--- src/rtl/mem_arb_pkg.sv ---
// mem_arb_pkg: shared types and fixed AXI burst attributes for the
// icache/dcache memory arbiter.
//   rd_state_t - read burst FSM states
//   wr_state_t - write-back burst FSM states
//   BURST_*    - fixed len/size/burst encodings driven onto the bus
//   AXI_PROT   - fixed protection attribute
package mem_arb_pkg;

  typedef enum logic [1:0] {
    RD_IDLE = 2'd0,
    RD_ADDR = 2'd1,
    RD_DATA = 2'd2
  } rd_state_t;

  typedef enum logic [1:0] {
    WR_IDLE = 2'd0,
    WR_ADDR = 2'd1,
    WR_DATA = 2'd2,
    WR_RESP = 2'd3
  } wr_state_t;

  localparam logic [7:0] BURST_LEN  = 8'd7;  // 8 beats per cache line
  localparam logic [2:0] BURST_SIZE = 3'd3;  // 8 bytes per beat
  localparam logic [1:0] BURST_WRAP = 2'd2;
  localparam logic [1:0] BURST_INCR = 2'd1;
  localparam logic [2:0] AXI_PROT   = 3'd6;

endpackage

--- src/rtl/mem_axi_arbiter_rr_arb2.sv ---
// rr_arb2: two-way round-robin arbiter.
//   clk_i, rst_ni  - clock, async active-low reset
//   en_i           - grant enable; no grant is issued while low
//   req_i[1:0]     - request vector
//   upd_i          - load upd_idx_i into the last-grant register
//   upd_idx_i      - index of the requester that just finished
//   gnt_o[1:0]     - one-hot (or zero) grant
module rr_arb2 (
  input  logic       clk_i,
  input  logic       rst_ni,
  input  logic       en_i,
  input  logic [1:0] req_i,
  input  logic       upd_i,
  input  logic       upd_idx_i,
  output logic [1:0] gnt_o
);

  logic last_q, last_d;

  // On a tie the requester that did not go last wins; last resets to 1
  // so requester 0 wins the first tie.
  always_comb begin
    gnt_o = 2'b00;
    if (en_i) begin
      if (req_i == 2'b11) gnt_o = last_q ? 2'b01 : 2'b10;
      else                gnt_o = req_i;
    end
  end

  always_comb begin
    last_d = last_q;
    if (upd_i) last_d = upd_idx_i;
  end

  always_ff @(posedge clk_i or negedge rst_ni) begin
    if (!rst_ni) last_q <= 1'b1;
    else         last_q <= last_d;
  end

endmodule

--- src/rtl/mem_axi_arbiter.sv ---
// mem_axi_arbiter: shares one AXI master between the icache (requester 0,
// read-only) and the dcache (requester 1, fills and write-backs). One burst
// is outstanding at a time; the read and write FSMs are never both busy.
//   clk, reset (async active-low)
//   s0_ar*/s0_r*         - icache fill request / beats
//   s1_ar*/s1_r*         - dcache fill request / beats
//   s1_aw*/s1_w*/s1_bvalid - dcache write-back address / beats / response pulse
//   m_axi_*              - core-side AXI master (fixed burst attributes)
//   err                  - sticky protocol/response error
//   dbg_rd_state_o / dbg_wr_state_o - FSM state visibility
// Handshakes: a transfer happens on any cycle where valid and ready are both
// high; valids are held until accepted and never depend on ready.
module mem_axi_arbiter
  import mem_arb_pkg::*;
#(
  parameter int ID_WIDTH   = 13,
  parameter int ADDR_WIDTH = 64,
  parameter int DATA_WIDTH = 64,
  parameter int STRB_WIDTH = DATA_WIDTH / 8
) (
  input  logic                  clk,
  input  logic                  reset,
  input  logic [ADDR_WIDTH-1:0] s0_araddr,
  input  logic                  s0_arvalid,
  output logic                  s0_arready,
  output logic [DATA_WIDTH-1:0] s0_rdata,
  output logic                  s0_rlast,
  output logic                  s0_rvalid,
  input  logic                  s0_rready,
  input  logic [ADDR_WIDTH-1:0] s1_araddr,
  input  logic                  s1_arvalid,
  output logic                  s1_arready,
  output logic [DATA_WIDTH-1:0] s1_rdata,
  output logic                  s1_rlast,
  output logic                  s1_rvalid,
  input  logic                  s1_rready,
  input  logic [ADDR_WIDTH-1:0] s1_awaddr,
  input  logic                  s1_awvalid,
  output logic                  s1_awready,
  input  logic [DATA_WIDTH-1:0] s1_wdata,
  input  logic                  s1_wlast,
  input  logic                  s1_wvalid,
  output logic                  s1_wready,
  output logic                  s1_bvalid,
  output logic [ID_WIDTH-1:0]   m_axi_arid,
  output logic [ADDR_WIDTH-1:0] m_axi_araddr,
  output logic [7:0]            m_axi_arlen,
  output logic [2:0]            m_axi_arsize,
  output logic [1:0]            m_axi_arburst,
  output logic                  m_axi_arlock,
  output logic [3:0]            m_axi_arcache,
  output logic [2:0]            m_axi_arprot,
  output logic                  m_axi_arvalid,
  input  logic                  m_axi_arready,
  input  logic [ID_WIDTH-1:0]   m_axi_rid,
  input  logic [DATA_WIDTH-1:0] m_axi_rdata,
  input  logic [1:0]            m_axi_rresp,
  input  logic                  m_axi_rlast,
  input  logic                  m_axi_rvalid,
  output logic                  m_axi_rready,
  output logic [ID_WIDTH-1:0]   m_axi_awid,
  output logic [ADDR_WIDTH-1:0] m_axi_awaddr,
  output logic [7:0]            m_axi_awlen,
  output logic [2:0]            m_axi_awsize,
  output logic [1:0]            m_axi_awburst,
  output logic                  m_axi_awlock,
  output logic [3:0]            m_axi_awcache,
  output logic [2:0]            m_axi_awprot,
  output logic                  m_axi_awvalid,
  input  logic                  m_axi_awready,
  output logic [DATA_WIDTH-1:0] m_axi_wdata,
  output logic [STRB_WIDTH-1:0] m_axi_wstrb,
  output logic                  m_axi_wlast,
  output logic                  m_axi_wvalid,
  input  logic                  m_axi_wready,
  input  logic [ID_WIDTH-1:0]   m_axi_bid,
  input  logic [1:0]            m_axi_bresp,
  input  logic                  m_axi_bvalid,
  output logic                  m_axi_bready,
  output logic                  err,
  output rd_state_t             dbg_rd_state_o,
  output wr_state_t             dbg_wr_state_o
);

  rd_state_t  rd_state_q, rd_state_d;
  wr_state_t  wr_state_q, wr_state_d;
  logic       owner_q, owner_d;
  logic [2:0] wcnt_q, wcnt_d;
  logic       err_q, err_d;
  logic [1:0] gnt;
  logic       rd_idle, wr_idle, ar_hs, r_hs, aw_hs, w_hs, r_done;
  logic       rd_err, w_err, b_err;

  assign rd_idle = (rd_state_q == RD_IDLE);
  assign wr_idle = (wr_state_q == WR_IDLE);

  // Write-back wins a same-cycle tie: no read grant while awvalid is up.
  rr_arb2 u_arb (
    .clk_i     (clk),
    .rst_ni    (reset),
    .en_i      (rd_idle && wr_idle && !s1_awvalid),
    .req_i     ({s1_arvalid, s0_arvalid}),
    .upd_i     (r_done),
    .upd_idx_i (owner_q),
    .gnt_o     (gnt)
  );

  // Read channel routing
  assign m_axi_arid    = {{(ID_WIDTH-1){1'b0}}, owner_q};
  assign m_axi_araddr  = owner_q ? s1_araddr : s0_araddr;
  assign m_axi_arlen   = BURST_LEN;
  assign m_axi_arsize  = BURST_SIZE;
  assign m_axi_arburst = BURST_WRAP;
  assign m_axi_arlock  = 1'b0;
  assign m_axi_arcache = 4'd0;
  assign m_axi_arprot  = AXI_PROT;
  assign m_axi_arvalid = (rd_state_q == RD_ADDR) && (owner_q ? s1_arvalid : s0_arvalid);
  assign s0_arready    = (rd_state_q == RD_ADDR) && !owner_q && m_axi_arready;
  assign s1_arready    = (rd_state_q == RD_ADDR) &&  owner_q && m_axi_arready;
  assign m_axi_rready  = (rd_state_q == RD_DATA) && (owner_q ? s1_rready : s0_rready);
  assign s0_rvalid     = (rd_state_q == RD_DATA) && !owner_q && m_axi_rvalid;
  assign s1_rvalid     = (rd_state_q == RD_DATA) &&  owner_q && m_axi_rvalid;
  assign s0_rdata      = m_axi_rdata;
  assign s1_rdata      = m_axi_rdata;
  assign s0_rlast      = m_axi_rlast;
  assign s1_rlast      = m_axi_rlast;

  // Write channel routing (dcache only)
  assign m_axi_awid    = {{(ID_WIDTH-1){1'b0}}, 1'b1};
  assign m_axi_awaddr  = s1_awaddr;
  assign m_axi_awlen   = BURST_LEN;
  assign m_axi_awsize  = BURST_SIZE;
  assign m_axi_awburst = BURST_INCR;
  assign m_axi_awlock  = 1'b0;
  assign m_axi_awcache = 4'd0;
  assign m_axi_awprot  = AXI_PROT;
  assign m_axi_awvalid = (wr_state_q == WR_ADDR) && s1_awvalid;
  assign s1_awready    = (wr_state_q == WR_ADDR) && m_axi_awready;
  assign m_axi_wdata   = s1_wdata;
  assign m_axi_wstrb   = {STRB_WIDTH{1'b1}};
  assign m_axi_wlast   = s1_wlast;
  assign m_axi_wvalid  = (wr_state_q == WR_DATA) && s1_wvalid;
  assign s1_wready     = (wr_state_q == WR_DATA) && m_axi_wready;
  assign m_axi_bready  = (wr_state_q == WR_RESP);
  assign s1_bvalid     = (wr_state_q == WR_RESP) && m_axi_bvalid;

  assign ar_hs  = m_axi_arvalid && m_axi_arready;
  assign r_hs   = m_axi_rvalid && m_axi_rready;
  assign aw_hs  = m_axi_awvalid && m_axi_awready;
  assign w_hs   = m_axi_wvalid && m_axi_wready;
  assign r_done = r_hs && m_axi_rlast;

  // Error sources: wrong id / non-OKAY response on reads and B, and a
  // burst whose wlast does not coincide with the 8th beat.
  assign rd_err = r_hs && ((m_axi_rid != m_axi_arid) || (m_axi_rresp != 2'd0));
  assign w_err  = w_hs && (s1_wlast != (wcnt_q == 3'd7));
  assign b_err  = s1_bvalid && ((m_axi_bresp != 2'd0) || (m_axi_bid != m_axi_awid));

  always_comb begin
    rd_state_d = rd_state_q;
    owner_d    = owner_q;
    case (rd_state_q)
      RD_IDLE: if (|gnt) begin
        rd_state_d = RD_ADDR;
        owner_d    = gnt[1];
      end
      RD_ADDR: if (ar_hs)  rd_state_d = RD_DATA;
      RD_DATA: if (r_done) rd_state_d = RD_IDLE;
      default: rd_state_d = RD_IDLE;
    endcase
  end

  always_comb begin
    wr_state_d = wr_state_q;
    wcnt_d     = wcnt_q;
    case (wr_state_q)
      WR_IDLE: if (s1_awvalid && rd_idle) wr_state_d = WR_ADDR;
      WR_ADDR: if (aw_hs) begin
        wr_state_d = WR_DATA;
        wcnt_d     = 3'd0;
      end
      WR_DATA: if (w_hs) begin
        wcnt_d = wcnt_q + 3'd1;
        if (s1_wlast) wr_state_d = WR_RESP;
      end
      WR_RESP: if (m_axi_bvalid) wr_state_d = WR_IDLE;
      default: wr_state_d = WR_IDLE;
    endcase
  end

  assign err_d = err_q || rd_err || w_err || b_err;

  always_ff @(posedge clk or negedge reset) begin
    if (!reset) begin
      rd_state_q <= RD_IDLE;
      wr_state_q <= WR_IDLE;
      owner_q    <= 1'b0;
      wcnt_q     <= 3'd0;
      err_q      <= 1'b0;
    end else begin
      rd_state_q <= rd_state_d;
      wr_state_q <= wr_state_d;
      owner_q    <= owner_d;
      wcnt_q     <= wcnt_d;
      err_q      <= err_d;
    end
  end

  assign err            = err_q;
  assign dbg_rd_state_o = rd_state_q;
  assign dbg_wr_state_o = wr_state_q;

endmodule
--- config.mk ---
export PLATFORM = sky130hd
export DESIGN_NAME = mem_axi_arbiter
export DESIGN_NICKNAME = d
export VERILOG_FILES = /design/src/rtl/mem_arb_pkg.sv /design/src/rtl/mem_axi_arbiter_rr_arb2.sv /design/src/rtl/mem_axi_arbiter.sv
export SDC_FILE = /design/constraint.sdc
export NUM_CORES = 1
export LEC_CHECK = 0
export ABC_CLOCK_PERIOD_IN_PS = 1600
export CAP_MARGIN = 20
export CORE_AREA = 2 2 308 310
export CTS_BUF_LIST = sky130_fd_sc_hd__clkbuf_16
export DETAILED_ROUTE_END_ITERATION = 10
export DIE_AREA = 0 0 310 312
export GPL_TIMING_DRIVEN = 1
export PLACE_DENSITY = 0.38
export SYNTH_ARGS = -nofsm -noshare
export SYNTH_HDL_FRONTEND = slang
export SYNTH_SLANG_ARGS = --single-unit
--- constraint.sdc ---
create_clock -name clk -period 1.6 [get_ports clk]
set_clock_uncertainty 0.1 [all_clocks]
set_input_delay 0.32 -clock clk [delete_from_list [all_inputs] [get_ports clk]]
set_output_delay 0.32 -clock clk [all_outputs]
set_load 0.02 [all_outputs]
==> impl_summary.md <==
Status
The flow ran to the end, but the final reports show violations. The final reports fail on negative setup slack.

Routing
The first-pass detailed-route iteration total is 3. Once detail routing completed, the nets flagged for antenna violations numbered 0. Using the TritonRoute via totals, the vias-per-cell ratio works out to approximately 1.8. The count of routing violations after the opening detailed-route iteration is 52. The number of remaining DRC errors is 0. Dividing the detail-routed wire length by the instance count gives about 16 microns. The total via count in the routed design is 3,247. Summed over all layers, the routed wires come to 29.89 mm.

Floorplanning
The standard-cell row count is roughly 110. The die span in x is 310 microns. The placeable core region is 93,050 sq um.

781 I/O pins were placed. The area enclosed by the die boundary is 96,720 sq um. The initial utilization of the core area, before any placement, comes to 0.04342.

From bottom edge to top edge, the die measures 312 microns.

Global routing
The number of global-route vias before repair came to 3,367. The residual overflow from global routing is 0. The initial antenna violation count came to 4.

The all-layer global routing usage is 0.05507. The largest net degree at the start of global routing is 25. The first global-routing pass estimated ~33 mm of wire.

Synth
After synthesis, the cell types taking the most area are sky130_fd_sc_hd__buf_4, sky130_fd_sc_hd__mux2_2, sky130_fd_sc_hd__dfrtp_1. Synthesis handed over a netlist of roughly 500 instances. A synthesized cell averages 8.178 sq um. The synthesized design contains 10 register bits.

The warning count from the yosys run is 0. The number of unique standard cell types used by synthesis is 31. The cell accounting for the most synthesized area is sky130_fd_sc_hd__buf_4. The share of the yosys chip area belonging to registers is 0.06225. Of the post-synthesis cell area, the dominant cell type holds 0.6225. Summing every instance area after synthesis gives 4040 sq um.

Critical path
The worst setup path is of the flip-flop to primary output kind. STA classifies the critical path endpoint as a primary output. The endpoint identified for the worst register-to-register timing path is u_arb.last_q.

The worst setup path is launched from a flip-flop. The arrival time at the worst endpoint is 1.64 ns. The reg-to-reg critical path startpoint is owner_q. Counting cells, the worst reg-to-reg path comes to 6. The critical path starts at owner_q.

The setup check on the worst reg-to-reg path leaves a slack of -0.21 ns. In this run the worst setup path terminates at m_axi_araddr[29]. Along the worst path, the maximum fanout reaches 6. The worst path required time is 1.18 ns.

Timing
In the final timing run, aggregate negative setup slack is -27.10 ns. After layout, the worst setup slack is -0.4610 ns. The worst-case hold slack is between 0.2 and 0.3 ns. Setup repair after global routing could not meet its margin everywhere. The upper clock frequency limit is 485.2 MHz. The max-slew violation count was 0. The hold violation count in the final report came to 0. The time the final worst path needs with I/O delays and setup is just over 2 ns. In the finished design, the share of the clock period the worst path needs comes to 1.288. Setup violations remaining at the end of the flow were counted as 87.

Finish
The count of cells in the finished layout, fillers not included, comes to between 1.5k and 2k. The footprint of the flip-flops and latches is between 200 and 300 sq um. From synthesis to final layout, the design area changed by 78.35%. Of the cells placed in the final design, the portion with a size suffix greater than 1 is 0.4974. The multi-input gate area in the final layout is between 1500 and 2000 sq um. The count of filler cells inserted in the layout is 10.96k. The repair_antennas step left the layout with diodes totalling 0. The final layout net count is 941.

Placement
The number of instances in the placed design is 1,775. The congestion estimate from routability-driven global placement came to 0.7483. The setup slack at placement is -0.4688 ns. The HPWL after detailed placement is between 20 and 30 mm. During placement, the flow inserted port buffers numbering 257.

CTS
TritonCTS built the clock tree. The clock-pin slew on the worst setup and hold paths is 0.05 ns. The CTS root buffer is sky130_fd_sc_hd__clkbuf_16. No sink is reached through more buffers than the 2 on the longest clock path. The later pin in the worst-skew pair is clocked with a latency of 0.26 ns. The number of sinks driven by the clock tree is 10. In this run the number of H-tree levels came out at 1. The number of clock buffers added by TritonCTS is 3.

Power
The overall power of the completed layout is roughly 8.4 mW. For this design the ratio of total power to cell area is 1166 nW/um^2. The standby leakage power is 2.633 nW.

IR analysis of the VDD net gives a maximum drop of 542.9 uV.

Job
The tool flagged a number of max-cap violations equal to 0.

Hold path
The type of the worst min-delay path is primary input to asynchronous set/reset pin.
-- cell usage in the layout (no fill, tap or decap), types with 2 or more instances in the layout --
| cell type | count |
|---|---|
| sky130_fd_sc_hd__a21oi_2 | 2 |
| sky130_fd_sc_hd__a22o_1 | 2 |
| sky130_fd_sc_hd__and2_4 | 7 |
| sky130_fd_sc_hd__buf_12 | 23 |
| sky130_fd_sc_hd__buf_2 | 23 |
| sky130_fd_sc_hd__buf_4 | 47 |
| sky130_fd_sc_hd__buf_6 | 62 |
| sky130_fd_sc_hd__buf_8 | 2 |
| sky130_fd_sc_hd__clkbuf_16 | 4 |
| sky130_fd_sc_hd__clkbuf_2 | 10 |
| sky130_fd_sc_hd__clkdlybuf4s50_1 | 171 |
| sky130_fd_sc_hd__conb_1 | 75 |
| sky130_fd_sc_hd__dfrtp_1 | 5 |
| sky130_fd_sc_hd__dfrtp_2 | 3 |
| sky130_fd_sc_hd__ha_1 | 2 |
| sky130_fd_sc_hd__ha_4 | 4 |
| sky130_fd_sc_hd__mux2_2 | 43 |
| sky130_fd_sc_hd__mux2_4 | 24 |
| sky130_fd_sc_hd__mux2i_4 | 2 |
| sky130_fd_sc_hd__nand2_1 | 3 |
| sky130_fd_sc_hd__nand2_2 | 2 |
| sky130_fd_sc_hd__nand2b_1 | 3 |
| sky130_fd_sc_hd__nand4_1 | 2 |
| sky130_fd_sc_hd__nor2_1 | 3 |
| sky130_fd_sc_hd__nor2_4 | 7 |
| sky130_fd_sc_hd__nor2b_4 | 2 |
| sky130_fd_sc_hd__nor3_1 | 2 |
| sky130_fd_sc_hd__nor4_1 | 5 |
| sky130_fd_sc_hd__o21ai_2 | 2 |
| sky130_fd_sc_hd__xor2_1 | 2 |
-- per-stage QoR --
stage	cell area, sq um	util
global route	7206	0.07744
global placement	6330	0.06803
detailed placement	6330	0.06803
floorplan	4328	-
finish	7206	0.07744
CTS	6454	0.06936
-- power by group --
group | switching (mW) | internal (mW)
combinational | 3.21 | 4.17
clock | 0.173 | 0.332
sequential | 0.139 | 0.372
total | 3.53 | 4.87
-- final cells by class --
type | instances | share of cell area
clock inverters | 1 | 0.0005209
repair buffers | 341 | 0.4805
multi-input cells | 210 | 0.2513
flip-flops and latches | 10 | 0.03594
clock buffers | 3 | 0.01042
inverters | 4 | 0.003646
well taps | 1254 | 0.2177
-- kinds of logic (layout without fill, tap and decap cells) --
logic type | Yosys count | after routing | share of synthesized area
XOR/XNOR | 2 | 2 | 0.004336
flip-flops | 10 | 10 | 0.06225
buffers and inverters | 347 | 349 | 0.6377
other | 2 | 75 | 0.001859
adder cells (fa/ha/maj) | 6 | 6 | 0.01858
multiplexers | 70 | 70 | 0.1951
AND/OR/NAND/NOR | 45 | 45 | 0.06008
AO/OA/AOI/OAI | 12 | 12 | 0.02013
-- worst min-delay path by stage --
stage          depth (start not counted)  slack (ns)      start                 to
3_5_place_dp                           1        0.41  wcnt_q[1]          wcnt_q[1]
2_1_floorplan                          0       -0.08      reset  dbg_rd_state_o[0]
4_1_cts                                2        0.30      reset                err
6_report                               2        0.29      reset                err
3_3_place_gp                           1        0.39  wcnt_q[1]          wcnt_q[1]
5_1_grt                                2        0.33      reset                err
-- routing by layer --
| metal | global-route usage | vias to the layer above | part of all wire |
|---|---|---|---|
| met5 | 0.003464 | - | 0.0030 |
| met4 | 0.02053 | 8 | 0.039 |
| met3 | 0.07825 | 69 | 0.29 |
| met2 | 0.08812 | 506 | 0.45 |
| met1 | 0.03139 | 1335 | 0.22 |
| li1 | - | 1329 | - |
-- what timing repair did --
action | in CTS | in global routing
setup endpoints to repair | 92 | 88
setup buffers | 8 | 35
gates cloned | 0 | 2
pin swaps | 5 | 19
gates resized for setup | 192 | 262
hold buffers | 0 | 0
-- registers in the layout, indices dropped and copies added (netlist names) --
| register | count |
|---|---|
| dbg_rd_state_o | 2 |
| wcnt_q | 3 |
| dbg_wr_state_o | 2 |
| u_arb.last_q | 1 |
| err | 1 |
| owner_q | 1 |
-- cells in the mapped netlist --
library cell	instances
sky130_fd_sc_hd__nand4_1	2
sky130_fd_sc_hd__a21oi_1	3
sky130_fd_sc_hd__nand2b_1	4
sky130_fd_sc_hd__dfrtp_1	9
sky130_fd_sc_hd__nand2_1	6
sky130_fd_sc_hd__inv_1	4
sky130_fd_sc_hd__a22o_1	2
sky130_fd_sc_hd__and3_1	1
sky130_fd_sc_hd__mux2_2	66
sky130_fd_sc_hd__nor2b_1	2
sky130_fd_sc_hd__nor2_1	11
sky130_fd_sc_hd__buf_6	1
sky130_fd_sc_hd__nor4b_1	2
sky130_fd_sc_hd__a32o_1	1
sky130_fd_sc_hd__a211oi_2	1
sky130_fd_sc_hd__nor4_1	5
sky130_fd_sc_hd__o22ai_1	1
sky130_fd_sc_hd__nor3_1	2
sky130_fd_sc_hd__o21ai_0	4
sky130_fd_sc_hd__buf_2	7
sky130_fd_sc_hd__nand3b_1	1
sky130_fd_sc_hd__ha_1	6
sky130_fd_sc_hd__mux2_4	1
sky130_fd_sc_hd__and2_4	1
sky130_fd_sc_hd__dfstp_2	1
sky130_fd_sc_hd__conb_1	2
sky130_fd_sc_hd__and2_1	6
sky130_fd_sc_hd__xor2_1	2
sky130_fd_sc_hd__nand3_1	2
sky130_fd_sc_hd__buf_4	335
sky130_fd_sc_hd__mux2i_1	3
-- worst max-delay path: stages, from the launching register on --
cell and delay (ns):
sky130_fd_sc_hd__dfrtp_4 0.57, sky130_fd_sc_hd__buf_12 0.17, sky130_fd_sc_hd__clkbuf_16 0.18, sky130_fd_sc_hd__mux2_4 0.31, sky130_fd_sc_hd__buf_6 0.13
(Power assumes the default switching activity.)
